[config.mk]
export PLATFORM = sky130hd
export DESIGN_NAME = if_fetch_queue
export DESIGN_NICKNAME = d
export VERILOG_FILES = /design/src/rtl/if_fetch_queue.sv
export SDC_FILE = /design/constraint.sdc
export NUM_CORES = 1
export LEC_CHECK = 0
export BUFFER_PORTS_ARGS = -buffer_cell sky130_fd_sc_hd__buf_2
export CAP_MARGIN = 15
export CORE_MARGIN = 1
export CORE_UTILIZATION = 61
export DETAILED_ROUTE_END_ITERATION = 16
export PLACE_DENSITY = 0.89
export SKIP_LAST_GASP = 1
export SLEW_MARGIN = 0
export SYNTH_ARGS = -nofsm -noshare
export SYNTH_HDL_FRONTEND = slang
export SYNTH_SLANG_ARGS = --single-unit
[constraint.sdc]
create_clock -name clk -period 5.75 [get_ports clk]
set_clock_uncertainty 0.15 [all_clocks]
set_input_delay 0.575 -clock clk [delete_from_list [all_inputs] [get_ports clk]]
set_output_delay 0.575 -clock clk [all_outputs]
set_load 0.03 [all_outputs]
[src/rtl/if_fetch_queue.sv]
// Instruction-fetch stage: PC sequencer, credit-limited synchronous imem port,
// and a QDEPTH-entry fetch queue delivering {instr, pc, pc+step} to decode.
module if_fetch_queue #(
    parameter int                ADDR_W   = 32,
    parameter int                INSTR_W  = 32,
    parameter int                PC_STEP  = 4,
    parameter logic [ADDR_W-1:0] RESET_PC = '0,
    parameter int                QDEPTH   = 4
) (
    input  logic               clk,
    input  logic               rst_n,
    output logic               imem_req,
    output logic [ADDR_W-1:0]  imem_addr,
    input  logic [INSTR_W-1:0] imem_rdata,
    input  logic               redirect_valid,
    input  logic [ADDR_W-1:0]  redirect_pc,
    output logic               out_valid,
    input  logic               out_ready,
    output logic [INSTR_W-1:0] out_instr,
    output logic [ADDR_W-1:0]  out_pc,
    output logic [ADDR_W-1:0]  out_pc4
);

    localparam int                PTR_W = $clog2(QDEPTH);
    localparam int                CNT_W = PTR_W + 1;
    localparam logic [ADDR_W-1:0] STEP  = ADDR_W'(PC_STEP);

    logic [ADDR_W-1:0]  pc;
    logic               inflight;
    logic [ADDR_W-1:0]  inflight_pc;
    logic [PTR_W-1:0]   wr_ptr;
    logic [PTR_W-1:0]   rd_ptr;
    logic [CNT_W-1:0]   count;
    logic [CNT_W-1:0]   used;
    logic               push;
    logic               pop;

    logic [INSTR_W-1:0] q_instr [QDEPTH];
    logic [ADDR_W-1:0]  q_pc    [QDEPTH];

    // Credits cover queued entries plus the read still in flight; a pop in
    // the same cycle does not free a credit until the next cycle.
    assign used      = count + CNT_W'(inflight);
    assign imem_req  = rst_n & ~redirect_valid & (used < CNT_W'(QDEPTH));
    assign imem_addr = pc;

    assign out_valid = rst_n & (count != '0);
    assign push      = inflight & ~redirect_valid;
    assign pop       = out_valid & out_ready & ~redirect_valid;

    assign out_instr = q_instr[rd_ptr];
    assign out_pc    = q_pc[rd_ptr];
    assign out_pc4   = q_pc[rd_ptr] + STEP;

    always_ff @(posedge clk) begin
        if (!rst_n) begin
            pc          <= RESET_PC;
            inflight    <= 1'b0;
            inflight_pc <= RESET_PC;
            wr_ptr      <= '0;
            rd_ptr      <= '0;
            count       <= '0;
        end else if (redirect_valid) begin
            pc       <= redirect_pc;
            inflight <= 1'b0;
            wr_ptr   <= '0;
            rd_ptr   <= '0;
            count    <= '0;
        end else begin
            inflight <= imem_req;
            if (imem_req) begin
                pc          <= pc + STEP;
                inflight_pc <= pc;
            end
            if (push) wr_ptr <= wr_ptr + PTR_W'(1);
            if (pop)  rd_ptr <= rd_ptr + PTR_W'(1);
            case ({push, pop})
                2'b10:   count <= count + CNT_W'(1);
                2'b01:   count <= count - CNT_W'(1);
                default: count <= count;
            endcase
        end
    end

    // NOTE: queue storage has no reset; out_valid masks stale contents, and
    // leaving the array unreset lets it map onto plain RAM/flops without a reset tree.
    always_ff @(posedge clk) begin
        if (rst_n && push) begin
            q_instr[wr_ptr] <= imem_rdata;
            q_pc[wr_ptr]    <= inflight_pc;
        end
    end

endmodule

## Word level (Yosys, flattened, before mapping)

Memory sizes are Yosys's and may differ from the RTL's. A register that Yosys moved wholly into a read port is not among the register bits.
Cells that the tools add are included.

| storage, ports and cells | value |
|---|---|
| RAM bits | 256 |
| output and inout port bits | 130 |
| bits in read-only memories | 0 |
| bits of input ports | 68 |
| bits in latches | 0 |
| memories | 2 |
| bits in registers | 72 |

Memory list:

| name | depth | width | rd ports | clocked after memory_dff | wr ports | RTL line | RTL |
|---|---|---|---|---|---|---|---|
| q_instr | 4 | 32 | 1 | 1 | 1 | 38 | `logic [INSTR_W-1:0] q_instr [QDEPTH];` |
| q_pc | 4 | 32 | 1 | 1 | 1 | 39 | `logic [ADDR_W-1:0] q_pc [QDEPTH];` |

| cells by class | value |
|---|---|
| reductions and logical operators | 6 |
| multipliers | 0 |
| div/mod/pow operators | 0 |
| add/subtract/negate cells | 7 |
| bitwise operators | 8 |
| magnitude comparators | 1 |
| shifts and indexed selects | 0 |
| multiplexer cells | 9 |
| eq/ne operators | 2 |

Operators by type and width:

| kind | number |
|---|---|
| adder 32 x 3 -> 32 bit (second input constant) | 2 |
| two-way mux 32 bit | 2 |
| two-way mux 2 bit | 4 |
| AND 1 bit | 6 |
| one-hot mux 3 bit (2 select lines) | 1 |
| adder 2 x 1 -> 2 bit (second input constant) | 2 |
| nonzero test 2 bit | 2 |
| adder 3 x 1 -> 3 bit | 1 |
| adder 3 x 1 -> 3 bit (second input constant) | 1 |
| < comparator 3 bit (second input constant) | 1 |
| nonzero test 3 bit | 1 |
| subtractor 3 x 1 -> 3 bit (second input constant) | 1 |
| equality test 2 x 1 -> 1 bit (second input constant) | 1 |
| equality test 2 bit (second input constant) | 1 |
| two-way mux 1 bit | 2 |
| inverter 1 bit | 2 |
| AND reduction 2 bit | 1 |
| OR reduction 2 bit | 1 |
| logical AND 1 bit | 1 |

## Logic depth before layout (Yosys ltp)

| depth | value |
|---|---|
| word-level depth | 6 |
| depth in mapped cells | 10 |
| gate-level depth less buffers | 9 |

## Least setup slack after synthesis

No wires, ideal clock.

| path | value |
|---|---|
| path type | register to output |
| start point | register (tool-made name) |
| end point | output out_pc4[16] |
| data required time | 5.025 ns |
| path buffers | 3 |
| slack | 2.187 ns |
| data arrival time | 2.838 ns |
| cell stages (with the launch flop) | 10 |
| cells stage by stage | dfxtp_1 -> buf_6 -> buf_12 -> mux4_1 -> ha_1 -> and3_1 -> and3_1 -> clkbuf_1 -> and4_1 -> xor2_1 |

RTL lines:

| item | RTL line | RTL |
|---|---|---|
| to (decl) | 21 | `output logic [ADDR_W-1:0] out_pc4` |

==> flow_metrics.py <==
metrics = {
    "pwr": {
        "total_leakage_power_nw": 5.84,
        "vdd_ir_drop_max_v": 0.000256,
        "swShare_pct": 21.1,
        "power.density_nw_per_um2": 316,
        "p_switching_mw": 1.03,
        "clkPwrFrac_pct": 42.1,
        "p_comb_share_pct": 4.0,
        "p_seq_share_pct": 53.9,
        "p_total_mw": 4.89,
        "p_int_mw": 3.85,
    },
    "yosys": {
        "syn_inst": 838,
        "synth-simple-area-share_pct": 10.0,
        "synth_fp_nets": 914,
        "synth_top_cell_area_share_pct": 57.9,
        "synth_area_leader_cell": "edfxtp_1",
        "syn-mean-instance-area_um2": 15.8,
        "synth_cell_type_count": 64,
        "synthMuxAreaShare_pct": 11.9,
        "ys_seq_area_share_pct": 69.1,
        "synthAdderAreaFrac_pct": 0.811,
        "synth_top_family_by_area": "multiplexers",
        "synth_flop_cell": "edfxtp_1",
        "synth-edff-count": 256,
        "ys_seq_elements": 330,
        "ys_top_cells_by_area": "edfxtp_1 (58%), dfxtp_1 (11%), mux4_2 (8.3%)",
        "yosysWarnings": 0,
        "synth_compound_gate_area_share_pct": 3.70,
        "syn-cell-area_um2": 13300,
        "async_flop_share_pct": 0,
        "synth_xor_area_share_pct": 2.24,
    },
    "timing": {
        "period_share_pct": 77.2,
        "final-hold-violation-count": 0,
        "relSlewSlack_pct": 32.3,
        "final_max_slew_viol_count": 0,
        "tightest_slew_ns": 1.02,
        "rsz0062_at_grt": "false",
        "fin_crit_ns": 4.44,
        "max_freq_mhz": 225,
        "tns_ns": 0,
        "setup_viol": 0,
    },
    "setup_path": {
        "setup.worst_path.end": "out_pc4[30]",
        "cp-end-kind": "primary output",
        "critPathMaxStageDelay_ns": 0.90,
        "reg2reg_slack_ns": 2.80,
        "path_buf_inv": 2,
        "crit_path_cell_trace": "buf_4 -> mux4_2 -> and2_1 -> and3_1 -> and3_4 -> nand3_1 -> xnor2_1 -> buf_2",
        "worstReg2RegStart": "inflight",
        "cp_max_fo": 44,
        "crit_arrival_ns": 3.72,
        "required_ns": 5.03,
        "r2r_cells": 8,
        "timing.rr.end": "imem_addr[31]",
        "criticalPathCategory": "reg2out",
        "slowest_stage": "dfxtp_4",
        "critPathLaunchType": "register",
        "cp_top_family": "flip-flops",
        "crit_cells": 8,
    },
    "grt": {
        "grt_max_degree": 65,
        "antenna_found_initial": 0,
        "grt_pass1_wl_mm": 45.2,
        "grt-ovfl-total": 0,
        "grtUsageTotal_pct": 27.0,
        "grt_pass1_vias": 8022,
    },
    "cts": {
        "cts.sinks": 330,
        "cts_setup_buffers": 0,
        "cts_hold_buf": 0,
        "tritoncts": "done",
        "cts_root_buffer": "clkbuf_16",
        "post_cts_resized": 0,
        "cts_buffers": 31,
        "clk_path_buf_depth": 3,
        "clk_latency_ns": 0.56,
        "htreeDepth": 1,
        "clkTransAtPathRegs_ns": 0.06,
    },
    "drt": {
        "post_drt_wl_per_cell_um": 22.5,
        "vias_per_cell": 6.23,
        "vias": 8304,
        "drc": 0,
        "firstDrtPassIters": 5,
        "routed_wl_mm": 29.9,
        "drt_iter0_markers": 722,
        "ant_nets": 0,
    },
    "floorplanning": {
        "die_h_um": 150,
        "die_area_um2": 22400,
        "pin_count": 198,
        "die_w_um": 150,
        "start_util_pct": 62.8,
        "rows": 53,
        "coreArea_um2": 21200,
    },
    "cells_and_area": {
        "fin_util_pct": 73.2,
        "layout-drive-gt1-share_pct": 30.7,
        "nets": 1112,
        "area_growth_pct": 16.6,
        "antenna_cells": 0,
    },
    "hold_path": {
        "hp-class": "in2reg",
    },
    "run_status": {
        "status": "finished, final reports clean",
    },
    "flow_run": {
        "max_cap_viol_count": 0,
    },
    "place": {
        "dp_hpwl_mm": 18.5,
        "gp_congestion": 0.896,
        "port_buffers": 197,
    },
}
-- metal layers --
| metal | part of all wire [%] | global-route usage (%) | vias to the layer above |
|---|---|---|---|
| met2 | 48 | 43.9 | 516 |
| li1 | - | - | 3644 |
| met3 | 10 | 4.60 | 57 |
| met5 | 0 | 0 | - |
| met4 | 2.8 | 8.47 | 0 |
| met1 | 39 | 37.6 | 4087 |
-- power by group through the flow --
stage / Combinational [mW] / Clock (mW) / Sequential [mW]
2_1_floorplan: 0.0964 / 0 / 2.69
3_3_place_gp: 0.188 / 0 / 2.68
3_5_place_dp: 0.193 / 0 / 2.68
4_1_cts: 0.195 / 2.07 / 2.63
5_1_grt: 0.211 / 2.16 / 2.64
6_report: 0.196 / 2.06 / 2.63
-- cell usage in the layout, fill, tap and decap left out, types with 5 or more instances in the layout --
cell type,count
a21oi_1,29
a221oi_1,5
a22oi_1,5
a31oi_1,12
and3_1,10
buf_2,197
buf_4,12
clkbuf_1,6
clkbuf_16,31
clkinv_1,6
dfxtp_1,72
edfxtp_1,256
ha_1,7
inv_1,11
mux2_2,5
mux4_1,15
mux4_2,49
nand2_1,98
nand3_1,58
nand4_1,8
nor2_1,31
nor3_1,11
o21ai_0,13
xnor2_1,23
xor2_1,11
-- how the worst min path moves through the flow --
stage,slack (ns),cells past startpoint,to,startpoint
floorplan,0.31,0,q_pc[0][0],inflight_pc[0]
global placement,0.32,2,inflight_pc[22],imem_addr[22]
detailed placement,0.33,2,inflight_pc[22],imem_addr[22]
CTS,0.05,1,q_instr[0][26],imem_rdata[26]
global route,0.05,1,q_instr[0][26],imem_rdata[26]
finish,0.07,1,q_instr[0][26],imem_rdata[26]
-- state kept, by name (all words and copies together), names as in the netlist, named ones only --
register     count
wr_ptr           2
inflight_pc     32
q_pc           128
imem_addr       32
count            3
q_instr        128
inflight         1
rd_ptr           2
-- through the flow --
step | cells | setup slack [ns] | hold WS [ns] | cell area, um^2
after global placement | 1278 | 1.95 | 0.324 | 14500
after global routing | 1332 | 1.06 | 0.0519 | 15500
after detailed placement | 1278 | 1.85 | 0.333 | 14500
after floorplan | 838 | 2.19 | 0.310 | 13300
final | 1332 | 1.31 | 0.0700 | 15500
after CTS | 1332 | 1.23 | 0.0543 | 15500
-- cell usage after synthesis (9+ instances only) --
cell / n
nor3_1: 11
dfxtp_1: 74
and3_1: 14
a31oi_1: 12
xnor2_1: 23
nor2_1: 31
mux4_2: 49
nand2_1: 99
inv_1: 11
nand3_1: 58
mux4_1: 15
edfxtp_1: 256
a21oi_1: 29
xor2_1: 11
o21ai_0: 13
clkbuf_1: 18
buf_2: 9
-- cell families after synthesis --
logic type | Yosys count
mux | 72
buf+inv | 56
simple gates | 259
compound gates | 79
flops | 330
fa+ha+maj | 8
xor+xnor | 34
-- final cells by class --
type / count / area, um^2
Fill cell: 1251 / 5670
Sequential cell: 330 / 9170
Clock inverter: 15 / 196
Clock buffer: 39 / 826
Tap cell: 275 / 344
Multi-Input combinational cell: 452 / 3820
Inverter: 12 / 45.0
Timing Repair Buffer: 209 / 1080
Power figures use the tool's default switching activity.
